## src/rtl/hpdmc_pkg.sv

```systemverilog
// Shared definitions for the HPDMC row controller: SDRAM command encodings
// and the row-manager FSM state set.
package hpdmc_pkg;

  typedef enum logic [1:0] {
    OP_ACT   = 2'b00,
    OP_READ  = 2'b01,
    OP_WRITE = 2'b10,
    OP_PRE   = 2'b11
  } cmd_op_t;

  typedef enum logic [2:0] {
    IDLE,
    PRE_WAIT,
    TRP,
    ACT,
    TRCD,
    RW,
    CLOSE_WAIT
  } state_t;

  // Address bit that selects all-bank PRECHARGE.
  localparam int A10 = 10;

endpackage

```

## src/rtl/hpdmc_rowctl_if.sv

```systemverilog
// Request handshake and SDRAM command bus of the row controller; the master
// side issues accesses and observes commands, the slave side is the controller.
interface hpdmc_rowctl_if #(
  parameter int ROW_W = 13,
  parameter int COL_W = 10
);
  logic             req_stb;
  logic             req_we;
  logic [1:0]       req_bank;
  logic [ROW_W-1:0] req_row;
  logic [COL_W-1:0] req_col;
  logic             req_ack;

  logic             cmd_stb;
  logic [1:0]       cmd_op;
  logic [1:0]       cmd_bank;
  logic [ROW_W-1:0] cmd_addr;
  logic [3:0]       read;
  logic [3:0]       write;

  modport master (
    output req_stb, req_we, req_bank, req_row, req_col,
    input  req_ack, cmd_stb, cmd_op, cmd_bank, cmd_addr, read, write
  );

  modport slave (
    input  req_stb, req_we, req_bank, req_row, req_col,
    output req_ack, cmd_stb, cmd_op, cmd_bank, cmd_addr, read, write
  );
endinterface

```

## src/rtl/hpdmc_rowctl_delay.sv

```systemverilog
// Shared tRP/tRCD down-counter: a load of 0 behaves as 1, and done is high
// during the last counted cycle so the FSM can move on at the next edge.
module hpdmc_rowctl_delay (
  input  logic       clk,
  input  logic       rst_n,
  input  logic       load,
  input  logic [2:0] value,
  output logic       done
);
  logic [2:0] count;

  always_ff @(posedge clk or negedge rst_n) begin
    if (!rst_n) begin
      count <= 3'd0;
    end else if (load) begin
      count <= (value == 3'd0) ? 3'd1 : value;
    end else if (count != 3'd0) begin
      count <= count - 3'd1;
    end
  end

  assign done = (count <= 3'd1);

endmodule

```

## src/rtl/hpdmc_rowctl.sv

```systemverilog
// Per-bank open-row tracker and PRECHARGE/ACTIVATE/READ/WRITE sequencer.
// Defining HPDMC_ROWCTL_PERF_EN adds saturating hit/miss counters.
module hpdmc_rowctl
  import hpdmc_pkg::*;
#(
  parameter int ROW_W = 13,
  parameter int COL_W = 10
) (
  input  logic        sys_clk,
  input  logic        sdram_rst_n,
  input  logic [2:0]  tim_rp,
  input  logic [2:0]  tim_rcd,
  input  logic [3:0]  precharge_safe,
  input  logic        close_all,
  output logic        close_done,
`ifdef HPDMC_ROWCTL_PERF_EN
  output logic [15:0] stat_hit,
  output logic [15:0] stat_miss,
`endif
  hpdmc_rowctl_if.slave bus
);
  state_t           state, state_n;
  logic [3:0]       open_q;
  logic [ROW_W-1:0] row_q [4];

  logic             lat_we;
  logic [1:0]       lat_bank;
  logic [ROW_W-1:0] lat_row;
  logic [COL_W-1:0] lat_col;

  logic             cur_we;
  logic [1:0]       cur_bank;
  logic [ROW_W-1:0] cur_row;
  logic [COL_W-1:0] cur_col;
  logic             hit;

  logic             go_pre, go_act, go_rw, go_close;
  logic             dly_load, dly_done;
  logic [2:0]       dly_value;

  logic             cmd_stb_n, ack_n, done_n;
  cmd_op_t          cmd_op_n;
  logic [1:0]       cmd_bank_n;
  logic [ROW_W-1:0] cmd_addr_n;
  logic [3:0]       read_n, write_n;

  // In IDLE the live request is used so a hit can issue on the very next cycle.
  assign cur_we   = (state == IDLE) ? bus.req_we   : lat_we;
  assign cur_bank = (state == IDLE) ? bus.req_bank : lat_bank;
  assign cur_row  = (state == IDLE) ? bus.req_row  : lat_row;
  assign cur_col  = (state == IDLE) ? bus.req_col  : lat_col;
  assign hit      = open_q[cur_bank] && (row_q[cur_bank] == cur_row);

  hpdmc_rowctl_delay u_delay (
    .clk   (sys_clk),
    .rst_n (sdram_rst_n),
    .load  (dly_load),
    .value (dly_value),
    .done  (dly_done)
  );

  always_comb begin
    state_n    = state;
    go_pre     = 1'b0;
    go_act     = 1'b0;
    go_rw      = 1'b0;
    go_close   = 1'b0;
    dly_load   = 1'b0;
    dly_value  = tim_rcd;
    cmd_stb_n  = 1'b0;
    cmd_op_n   = OP_ACT;
    cmd_bank_n = 2'd0;
    cmd_addr_n = '0;
    ack_n      = 1'b0;
    done_n     = 1'b0;
    read_n     = 4'd0;
    write_n    = 4'd0;

    case (state)
      IDLE: begin
        // close_done is still high in the first IDLE cycle after a close, so
        // a level close_all not yet dropped is not serviced twice.
        if (close_all && !close_done) begin
          state_n = CLOSE_WAIT;
        end else if (bus.req_stb) begin
          if (hit)                          go_rw   = 1'b1;
          else if (!open_q[cur_bank])       go_act  = 1'b1;
          else if (precharge_safe[cur_bank]) go_pre = 1'b1;
          else                              state_n = PRE_WAIT;
        end
      end
      PRE_WAIT: if (precharge_safe[cur_bank]) go_pre = 1'b1;
      TRP:      if (dly_done) go_act = 1'b1;
      ACT, TRCD: begin
        if (dly_done) go_rw = 1'b1;
        else          state_n = TRCD;
      end
      RW:       state_n = IDLE;
      CLOSE_WAIT: begin
        if (&(precharge_safe | ~open_q)) begin
          state_n  = IDLE;
          go_close = 1'b1;
          done_n   = 1'b1;
          if (|open_q) begin
            cmd_stb_n       = 1'b1;
            cmd_op_n        = OP_PRE;
            cmd_addr_n[A10] = 1'b1;
          end
        end
      end
      default:  state_n = IDLE;
    endcase

    if (go_pre) begin
      state_n    = TRP;
      dly_load   = 1'b1;
      dly_value  = tim_rp;
      cmd_stb_n  = 1'b1;
      cmd_op_n   = OP_PRE;
      cmd_bank_n = cur_bank;
    end
    if (go_act) begin
      state_n    = ACT;
      dly_load   = 1'b1;
      dly_value  = tim_rcd;
      cmd_stb_n  = 1'b1;
      cmd_op_n   = OP_ACT;
      cmd_bank_n = cur_bank;
      cmd_addr_n = cur_row;
    end
    if (go_rw) begin
      state_n    = RW;
      cmd_stb_n  = 1'b1;
      cmd_op_n   = cur_we ? OP_WRITE : OP_READ;
      cmd_bank_n = cur_bank;
      cmd_addr_n = ROW_W'(cur_col);
      ack_n      = 1'b1;
      read_n     = cur_we ? 4'd0 : (4'b0001 << cur_bank);
      write_n    = cur_we ? (4'b0001 << cur_bank) : 4'd0;
    end
  end

  always_ff @(posedge sys_clk or negedge sdram_rst_n) begin
    if (!sdram_rst_n) state <= IDLE;
    else              state <= state_n;
  end

  always_ff @(posedge sys_clk or negedge sdram_rst_n) begin
    if (!sdram_rst_n) begin
      bus.cmd_stb  <= 1'b0;
      bus.cmd_op   <= 2'd0;
      bus.cmd_bank <= 2'd0;
      bus.cmd_addr <= '0;
      bus.req_ack  <= 1'b0;
      bus.read     <= 4'd0;
      bus.write    <= 4'd0;
      close_done   <= 1'b0;
    end else begin
      bus.cmd_stb  <= cmd_stb_n;
      bus.cmd_op   <= cmd_op_n;
      bus.cmd_bank <= cmd_bank_n;
      bus.cmd_addr <= cmd_addr_n;
      bus.req_ack  <= ack_n;
      bus.read     <= read_n;
      bus.write    <= write_n;
      close_done   <= done_n;
    end
  end

  always_ff @(posedge sys_clk or negedge sdram_rst_n) begin
    if (!sdram_rst_n) begin
      open_q   <= 4'd0;
      for (int b = 0; b < 4; b++) row_q[b] <= '0;
      lat_we   <= 1'b0;
      lat_bank <= 2'd0;
      lat_row  <= '0;
      lat_col  <= '0;
    end else begin
      if (state == IDLE) begin
        lat_we   <= bus.req_we;
        lat_bank <= bus.req_bank;
        lat_row  <= bus.req_row;
        lat_col  <= bus.req_col;
      end
      if (go_act) begin
        open_q[cur_bank] <= 1'b1;
        row_q[cur_bank]  <= cur_row;
      end
      if (go_pre)   open_q[cur_bank] <= 1'b0;
      if (go_close) open_q <= 4'd0;
    end
  end

`ifdef HPDMC_ROWCTL_PERF_EN
  logic lat_miss;

  // A hit acknowledges straight out of IDLE; any later acknowledge is either
  // a miss or a closed-bank access, told apart by what was seen in IDLE.
  always_ff @(posedge sys_clk or negedge sdram_rst_n) begin
    if (!sdram_rst_n) begin
      lat_miss  <= 1'b0;
      stat_hit  <= 16'd0;
      stat_miss <= 16'd0;
    end else begin
      if (state == IDLE) lat_miss <= open_q[cur_bank] && !hit;
      if (go_rw && (state == IDLE) && (stat_hit != 16'hFFFF))
        stat_hit <= stat_hit + 16'd1;
      if (go_rw && (state != IDLE) && lat_miss && (stat_miss != 16'hFFFF))
        stat_miss <= stat_miss + 16'd1;
    end
  end
`endif

endmodule

```

## src/flat_wrapper.sv

```systemverilog
// flat-port wrapper written by rule: the top's interface ports become plain ports
module hpdmc_rowctl_flat import hpdmc_pkg::*;
#(
  parameter int ROW_W = 13,
  parameter int COL_W = 10
)
  (sys_clk, sdram_rst_n, tim_rp, tim_rcd, precharge_safe, close_all, close_done, bus_req_stb, bus_req_we, bus_req_bank, bus_req_row, bus_req_col, bus_req_ack, bus_cmd_stb, bus_cmd_op, bus_cmd_bank, bus_cmd_addr, bus_read, bus_write);
  hpdmc_rowctl_if #(.ROW_W(ROW_W), .COL_W(COL_W)) bus_i ();
  input  logic sys_clk;
  input  logic sdram_rst_n;
  input  logic [2:0] tim_rp;
  input  logic [2:0] tim_rcd;
  input  logic [3:0] precharge_safe;
  input  logic close_all;
  output logic close_done;
  input wire logic [$bits(bus_i.req_stb)-1:0] bus_req_stb;
  input wire logic [$bits(bus_i.req_we)-1:0] bus_req_we;
  input wire logic [$bits(bus_i.req_bank)-1:0] bus_req_bank;
  input wire logic [$bits(bus_i.req_row)-1:0] bus_req_row;
  input wire logic [$bits(bus_i.req_col)-1:0] bus_req_col;
  output wire logic [$bits(bus_i.req_ack)-1:0] bus_req_ack;
  output wire logic [$bits(bus_i.cmd_stb)-1:0] bus_cmd_stb;
  output wire logic [$bits(bus_i.cmd_op)-1:0] bus_cmd_op;
  output wire logic [$bits(bus_i.cmd_bank)-1:0] bus_cmd_bank;
  output wire logic [$bits(bus_i.cmd_addr)-1:0] bus_cmd_addr;
  output wire logic [$bits(bus_i.read)-1:0] bus_read;
  output wire logic [$bits(bus_i.write)-1:0] bus_write;
  assign bus_i.req_stb = bus_req_stb;
  assign bus_i.req_we = bus_req_we;
  assign bus_i.req_bank = bus_req_bank;
  assign bus_i.req_row = bus_req_row;
  assign bus_i.req_col = bus_req_col;
  assign bus_req_ack = bus_i.req_ack;
  assign bus_cmd_stb = bus_i.cmd_stb;
  assign bus_cmd_op = bus_i.cmd_op;
  assign bus_cmd_bank = bus_i.cmd_bank;
  assign bus_cmd_addr = bus_i.cmd_addr;
  assign bus_read = bus_i.read;
  assign bus_write = bus_i.write;
  hpdmc_rowctl #(.ROW_W(ROW_W), .COL_W(COL_W)) u_core (.sys_clk(sys_clk), .sdram_rst_n(sdram_rst_n), .tim_rp(tim_rp), .tim_rcd(tim_rcd), .precharge_safe(precharge_safe), .close_all(close_all), .close_done(close_done), .bus(bus_i));
endmodule
```

## config.mk

```make
export PLATFORM = sky130hd
export DESIGN_NAME = hpdmc_rowctl_flat
export DESIGN_NICKNAME = d
export VERILOG_FILES = /design/src/rtl/hpdmc_pkg.sv /design/src/rtl/hpdmc_rowctl_if.sv /design/src/rtl/hpdmc_rowctl_delay.sv /design/src/rtl/hpdmc_rowctl.sv /design/src/flat_wrapper.sv
export SDC_FILE = /design/constraint.sdc
export NUM_CORES = 1
export LEC_CHECK = 0
export ABC_AREA = 0
export CORE_MARGIN = 10
export CORE_UTILIZATION = 40
export CTS_CLUSTER_DIAMETER = 100
export DETAILED_ROUTE_END_ITERATION = 10
export DONT_BUFFER_PORTS = 1
export PLACE_DENSITY = 0.66
export SLEW_MARGIN = 20
export SYNTH_ARGS = -nofsm -noshare
export SYNTH_HDL_FRONTEND = slang
export SYNTH_HIERARCHICAL = 1
export SYNTH_SLANG_ARGS = --single-unit
export TNS_END_PERCENT = 50
```

## constraint.sdc

```tcl
create_clock -name sys_clk -period 4.64 [get_ports sys_clk]
set_input_delay 0.928 -clock sys_clk [delete_from_list [all_inputs] [get_ports sys_clk]]
set_output_delay 0.928 -clock sys_clk [all_outputs]
set_load 0.02 [all_outputs]
```

==> results of run 1 <==
area by class of cell:
type,count,area share (%)
Clock buffer,21,7.01
Clock inverter,10,2.00
Inverter,26,1.49
Multi-Input combinational cell,373,40.0
Sequential cell,116,44.2
Tap cell,180,3.43
Timing Repair Buffer,17,1.94
final timing paths:
path	from	end	slack [ns]	cells after the start
max	u_core/state[1]$_DFFE_PN0P_	u_core/u_delay/count[0]$_DFFE_PN0P_	0.42	13
min	sdram_rst_n	u_core/bus.cmd_addr[11]$_DFF_PN0_	0.21	0
max reg2reg	u_core/state[1]$_DFFE_PN0P_	u_core/u_delay/count[0]$_DFFE_PN0P_	0.42	13
min reg2reg	u_core/lat_col[4]$_DFF_PN0_	u_core/lat_col[4]$_DFF_PN0_	0.46	2
max in group asynchronous	sdram_rst_n	u_core/state[0]$_DFFE_PN0P_	4.26	0
min in group sys_clk	u_core/lat_col[4]$_DFF_PN0_	u_core/lat_col[4]$_DFF_PN0_	0.46	2
worst reg2reg max path, stage by stage (launching register included):
cell and delay (ns):
dfrtp_1 0.58, or3_1 0.20, buf_4 0.37, mux2i_4 0.42, inv_2 0.08, a32o_1 0.26
a211o_1 0.26, a2111o_1 0.42, or2_4 0.26, a211oi_4 0.32, buf_4 0.26, nand2_1 0.17
nor4b_1 0.39, a221oi_1 0.09
sequential cells by signal, indices dropped and copies added (netlist names):
| name | cells |
|---|---|
| u_core/row_q | 52 |
| u_core/bus.cmd_addr | 13 |
| u_core/lat_row | 13 |
| u_core/lat_col | 10 |
| u_core/bus.read | 4 |
| u_core/bus.write | 4 |
| u_core/open_q | 4 |
| u_core/state | 3 |
| u_core/u_delay/count | 3 |
| u_core/bus.cmd_bank | 2 |
| u_core/bus.cmd_op | 2 |
| u_core/lat_bank | 2 |
| u_core/bus.cmd_stb | 1 |
| u_core/bus.req_ack | 1 |
| u_core/close_done | 1 |
| u_core/lat_we | 1 |
metal layers:
layer  vias to the layer above  GRT usage (%)  routed length (um)
met5                         -              0                   0
met4                         0           5.71                 161
met3                        11           5.38                1180
li1                       1936              -                   -
met2                       126           24.9                7440
met1                      2104           17.5                5760
cell usage in the layout (no fill, tap or decap), types with 5 or more instances in the layout:
cell type and count:
and2_1 5, buf_4 17, xnor2_1 15, clkbuf_16 17, o21ai_0 10, a2bb2o_1 10
a21oi_1 52, mux4_2 5, mux2i_1 63, nand2_1 39, inv_1 22, a221oi_1 5
dfrtp_1 116, nor2_1 69, nor3_1 12, clkinv_2 5, nor2b_1 11
logic make-up (layout without fill, tap and decap cells):
logic type,Yosys count,count (layout)
compound gates,117,117
xor+xnor,17,17
fa+ha+maj,3,3
buf+inv,58,74
flops,116,116
mux,80,80
simple gates,156,156
power breakdown:
group	internal (uW)	switching, uW	total (uW)
clock	864	443	1310
sequential	1480	446	1920
combinational	1110	1380	2480
total	3450	2270	5720
per-stage QoR:
stage / total power (uW) / hold WS, ns / instance area [um2] / util, %
2_1_floorplan: 3780 / 0.434 / 5780 / -
3_3_place_gp: 4310 / 0.446 / 5980 / 42.7
3_5_place_dp: 4410 / 0.451 / 5980 / 42.7
4_1_cts: 5740 / 0.201 / 6570 / 47.0
5_1_grt: 6120 / 0.188 / 6570 / 47.0
6_report: 5720 / 0.208 / 6570 / 47.0
==> metrics.md, run 1 <==
| Metric | Value |
|---|---|
| RSZ-0062 raised after global routing | no |
| Worst Path Required | 4.91 ns |
| Area grow syn2layout | 13.8% |
| CTS buffer count | 17 |
| Ports | 68 |
| Ratio of cells with drive above 1 in the final layout | 12.4% |
| Worst min path class | primary input to asynchronous set/reset pin |
| Seq/Total Area, Yosys | 50.3% |
| CTS H-tree depth | 4 |
| Cell Chain, Critical Path | or3_1 -> buf_4 -> mux2i_4 -> inv_2 -> a32o_1 -> a211o_1 -> a2111o_1 -> or2_4 -> a211oi_4 -> buf_4 -> nand2_1 -> nor4b_1 -> a221oi_1 |
| Final WS setup | 0.419 ns |
| Max Freq | 237 MHz |
| Netlist cell types | 65 |
| Post-route setup TNS | 0 ns |
| Endpoints failing setup | 0 |
| Residual DRC count | 0 |
| Number of hold violations in the final report | 0 |
| Clk sink count | 116 |
| Top delay family on crit path | compound AO/OA/AOI/OAI gates |
| Via count | 4177 |
| Most area-consuming cells after synthesis | dfrtp_1, mux2i_1, a21oi_1 |
| Total wire length | 14.5 mm |
| Main combinational cell family by area after synthesis | multiplexers |
| Fin crit period | 4.22 ns |
| Starting Density | 41.3% |
| Power per cell area | 870 nW/um2 |
| Die area | 19600 um2 |
| Via density | 5.62 |
| Post-Syn Area per Cell | 10.6 um2 |
| Cts hold-fix bufs | 0 |
| Cts repair resizes | 0 |
| Tcrit/Tclk final | 91.0% |
| Vias in the first global route | 4343 |
| Area leader, netlist | dfrtp_1 |
| Mux share of post-synthesis cell area | 15.8% |
| Clock-pin slew on the worst setup and hold paths | 0.06 ns |
| Clk root buf | clkbuf_16 |
| Synth cell count leaders | dfrtp_1, nor2_1, mux2i_1 |
| Worst-margin pin slew | 0.783 ns |
| Post-Syn Instances | 547 |
| Pleak | 0.00300 uW |
| Clock Tree Buf Depth | 2 |
| PortBufs | 0 |
| Die width | 140 um |
| Synth Flop Type | dfrtp_1 |
| Row Count | 43 |
| Synth Area in XOR/XNOR | 2.58% |
| Ys Warns | 6 |
| Pre-CTS setup slack | 0.257 ns |
| Dpl cells | 712 |
| GRT Util Overall | 15.1% |
| Most frequent cell after synthesis | dfrtp_1 |
| Most used cell, CP | buf_4 |
| Crit-path slowest cell | dfrtp_1 |
| Worst VDD drop | 0.000323 V |
| Initial antenna violation count | 0 |
| Nets@finish | 594 |
| Compound-Gate Fraction of Synth Area | 14.1% |
| Critical path arrival | 4.50 ns |
| EDFF count, synth | 0 |
| Worst skew pair latency | 0.41 ns |
| First-pass GRT wire length | 23.5 mm |
| Slew Limit Fails | 0 |
| Syn Std Cell Area | 5780 um2 |
| Worst Skew | 0.0116 ns |
| Crit Path Class | register to register |
| GRT overflow | 0 |
| Adder-Cell Fraction of Synth Area | 0.650% |
| # fillers | 1264 |
| Worst Path Buf+Inv | 3 |
| Core Area | 14000 um2 |
| Chip height | 140 um |
| Startpoint Class | register |
| Post-synth ARST share | 100% |
| CP peak stage delay | 0.58 ns |
| CTS tree | built |
| Syn Nets | 590 |
| Post-Layout Cell Count | 743 |
| FF+latch area | 2900 um2 |
| # Max-Cap Violations | 0 |
| DR WL/cell | 19.6 um |
| Post-synth top area share | 50.3% |
| Largest net degree at the start of global routing | 117 |
| First-pass DRT Iterations | 4 |
| Post-CTS setup buffer count | 0 |
| Dpl hpwl | 9.93 mm |
| Simple-gate share of the synthesized area | 12.3% |
| Slew margin rel. | 47.8% |
| Area of the multi-input gates | 2630 um2 |
| N_diodes | 0 |
| Synthesized flop and latch total | 116 |
| Antenna Violating Nets Remaining | 0 |
| Initial DRC Count | 275 |
| Worst-path fanout max | 24 |
| Outcome | finished, final reports clean |
| Crit path capture type | register |
| Final Wtd Congestion | 0.830 |
Note: power is estimated with default switching activity, not from simulation.
==> run 2: changes to the inputs <==
--- a/config.mk
+++ b/config.mk
@@ -12,6 +12,7 @@
 export DETAILED_ROUTE_END_ITERATION = 10
 export DONT_BUFFER_PORTS = 1
 export PLACE_DENSITY = 0.66
+export RECOVER_POWER = 25
 export SLEW_MARGIN = 20
 export SYNTH_ARGS = -nofsm -noshare
 export SYNTH_HDL_FRONTEND = slang
==> results of run 2 <==
Final layout, timing and power as in run 1 (identical DEF).
==> run 3: changes to the inputs <==
--- a/config.mk
+++ b/config.mk
@@ -11,7 +11,7 @@
 export CTS_CLUSTER_DIAMETER = 100
 export DETAILED_ROUTE_END_ITERATION = 10
 export DONT_BUFFER_PORTS = 1
-export PLACE_DENSITY = 0.66
+export PLACE_DENSITY = 0.68
 export RECOVER_POWER = 25
 export SLEW_MARGIN = 20
 export SYNTH_ARGS = -nofsm -noshare
==> constraint.sdc (replaced) <==
create_clock -name sys_clk -period 3.4 [get_ports sys_clk]
set_input_delay 0.68 -clock sys_clk [delete_from_list [all_inputs] [get_ports sys_clk]]
set_output_delay 0.68 -clock sys_clk [all_outputs]
set_load 0.02 [all_outputs]
==> metrics.md, run 3 (synthesis results as in run 1) <==
| Metric | Value |
|---|---|
| Core Area | 14000 um2 (unchanged) |
| Min-delay src | bus_req_col[9] |
| Power Internal | 5310 uW (+54%) |
| Worst VDD drop | 0.000474 V (+47%) |
| Clock Tree Buf Depth | 2 (unchanged) |
| Endpoints failing setup | 3 (+3) |
| Clk root buf | clkbuf_16 |
| Die area | 19600 um2 (unchanged) |
| Row Count | 43 (unchanged) |
| Worst min path class | primary input to register |
| Power per cell area | 1220 nW/um2 (+40%) |
| First-pass GRT wire length | 25.1 mm (+6.7%) |
| Chip height | 140 um (unchanged) |
| Combinational share of power | 48.9% (+5.4 points) |
| Worst-margin pin slew | 2.87 ns (+2.08 ns) |
| Met2 global-route usage | 26.7% (+1.8 points) |
| Slew Limit Fails | 117 (+117) |
| Worst-path fanout max | 5 (-79%) |
| Switching Fraction | 39.2% (-0.46 points) |
| M3 GR Usage | 5.27% (-0.10 points) |
| Max Freq | 275 MHz (+16%) |
| Ratio of cells with drive above 1 in the final layout | 23.4% (+11 points) |
| Crit Path Class | register to register |
| Initial DRC Count | 278 (+1.1%) |
| Leading cell type in the layout, fill and taps excluded | dfrtp_1 |
| Max reg flops | 52 (unchanged) |
| Clk sink count | 116 (unchanged) |
| # fillers | 1256 (-0.63%) |
| Violated checks | max-capacitance violations, max-slew violations, negative setup slack |
| Nets@finish | 642 (+8.1%) |
| Critical path arrival | 3.97 ns (-0.53 ns) |
| Starting Density | 41.3% (unchanged) |
| Design area | 7190 um2 (+9.4%) |
| Via count | 4359 (+4.4%) |
| Number of hold violations in the final report | 0 (unchanged) |
| First-pass DRT Iterations | 4 (unchanged) |
| Most flops, register | u_core/row_q |
| Fin crit period | 3.63 ns (-0.590 ns) |
| FF+latch area | 2900 um2 (unchanged) |
| Antenna Violating Nets Remaining | 0 (unchanged) |
| Outcome | finished, violations left |
| Vias in the first global route | 4700 (+8.2%) |
| Ports | 68 (unchanged) |
| Seq pwr share | 29.5% (-4.2 points) |
| Grt met1 use | 18.5% (+0.93 points) |
| Clk pwr share | 21.6% (-1.3 points) |
| GRT Util Overall | 16.0% (+0.97 points) |
| CTS tree | built |
| Area grow syn2layout | 24.5% |
| DR WL/cell | 19.3 um (-1.3%) |
| Clock-pin slew on the worst setup and hold paths | 0.06 ns (about the same) |
| Final WS setup | -0.232 ns (-0.650 ns) |
| Area post-placement | 6390 um2 (+6.8%) |
| Commonest non-fill, non-tap cells in the layout | dfrtp_1, nor2_1, mux2i_1 |
| Post-route setup TNS | -0.363 ns (-0.363 ns) |
| Worst skew pair latency | 0.43 ns (+0.02 ns) |
| Via density | 5.51 (-2.0%) |
| Pleak | 0.00329 uW (+9.7%) |
| Total wire length | 15.3 mm (+5.0%) |
| Die width | 140 um (unchanged) |
| PortBufs | 0 (unchanged) |
| Largest net degree at the start of global routing | 117 (unchanged) |
| Busiest grt layer | met2 |
| CTS buffer count | 17 (unchanged) |
| Sw Pwr | 3420 uW (+51%) |
| Biggest regs | u_core/row_q: 52 flops, u_core/bus.cmd_addr: 13 flops, u_core/lat_row: 13 flops |
| Area of the multi-input gates | 2780 um2 (+5.9%) |
| Final Wtd Congestion | 0.882 (+6.3%) |
| Worst R2R Start | u_core/state[1]$_DFFE_PN0P_ |
| N_diodes | 0 (unchanged) |
| Initial antenna violation count | 0 (unchanged) |
| Startpoint Class | register |
| # Max-Cap Violations | 1 (+1) |
| Residual DRC count | 0 (unchanged) |
| GRT overflow | 0 (unchanged) |
| Tcrit/Tclk final | 107% (+16 points) |
| Worst Skew | 0.0133 ns (+0.00170 ns) |
| RSZ-0062 raised after global routing | yes |
| Crit path capture type | register |
| Worst Path Required | 3.73 ns (-1.18 ns) |
| Dpl hpwl | 10.7 mm (+7.7%) |
| Crit path from | u_core/state[1]$_DFFE_PN0P_ |
| Slew margin rel. | -91.2% (-140 points) |
| CTS H-tree depth | 4 (unchanged) |
## run 3: metrics by stage
step / instances / hold WS [ns] / power, uW / worst slack (ns) / utilization, %
final: 791 / 0.377 / 8740 / -0.232 / 51.4
after floorplan: 547 / 0.384 / 5170 / -0.439 / -
after CTS: 791 / 0.233 / 8620 / -0.271 / 50.9
after global placement: 756 / 0.388 / 6400 / -0.493 / 45.7
after global routing: 791 / 0.374 / 9330 / -0.360 / 51.4
after detailed placement: 756 / 0.388 / 6540 / -0.553 / 45.7
## run 3: layer usage
metal	wire, um	up-vias	share of wire (%)
met2	7750	128	51
met4	293	0	1.9
li1	-	2044	-
met5	0	-	0
met1	6260	2161	41
met3	972	26	6.4
## run 3: repair_timing
action | CTS | global route
endpoints found under the hold margin | 116 | 0
setup buffers | 3 | 2
setup endpoints to repair | 18 | 47
gates resized for setup | 13 | 17
pin swaps | 4 | 2
hold buffers | 1 | 0
## run 3: final timing paths
path	cells past startpoint	slack [ns]	endpoint
worst max-delay path	12	-0.23	u_core/u_delay/count[0]$_DFFE_PN0P_
worst min-delay path	2	0.38	u_core/lat_col[9]$_DFF_PN0_
worst max register to register	12	-0.23	u_core/u_delay/count[0]$_DFFE_PN0P_
worst min register to register	2	0.46	u_core/lat_col[7]$_DFF_PN0_
max in group asynchronous	1	0.53	u_core/lat_row[1]$_DFF_PN0_
min in group asynchronous	1	1.11	u_core/u_delay/count[2]$_DFFE_PN0P_
## run 3: cell type report
cell class / count / area share [%]
Inverter: 26 / 1.36
Timing Repair Buffer: 65 / 7.78
Multi-Input combinational cell: 373 / 38.7
Sequential cell: 116 / 40.4
Clock buffer: 18 / 6.11
Clock inverter: 13 / 2.56
Tap cell: 180 / 3.13
## run 3: power by group through the flow
stage | Clock, uW | Sequential, uW | Combinational, uW
floorplan | 0 | 2430 | 2740
global placement | 0 | 2540 | 3870
detailed placement | 0 | 2580 | 3960
CTS | 1920 | 2580 | 4130
global route | 1980 | 2650 | 4700
finish | 1880 | 2580 | 4280
## run 3: critical path, cell delays in order, from the launching register on
cell      delay (ns)
dfrtp_1         0.39
buf_6           0.14
or4b_4          0.51
and2_4          0.17
mux4_2          0.45
xnor2_2         0.15
a2111o_1        0.36
or2_4           0.25
a211oi_4        0.20
buf_6           0.15
mux2_4          0.30
o21ba_2         0.22
a221oi_2        0.25
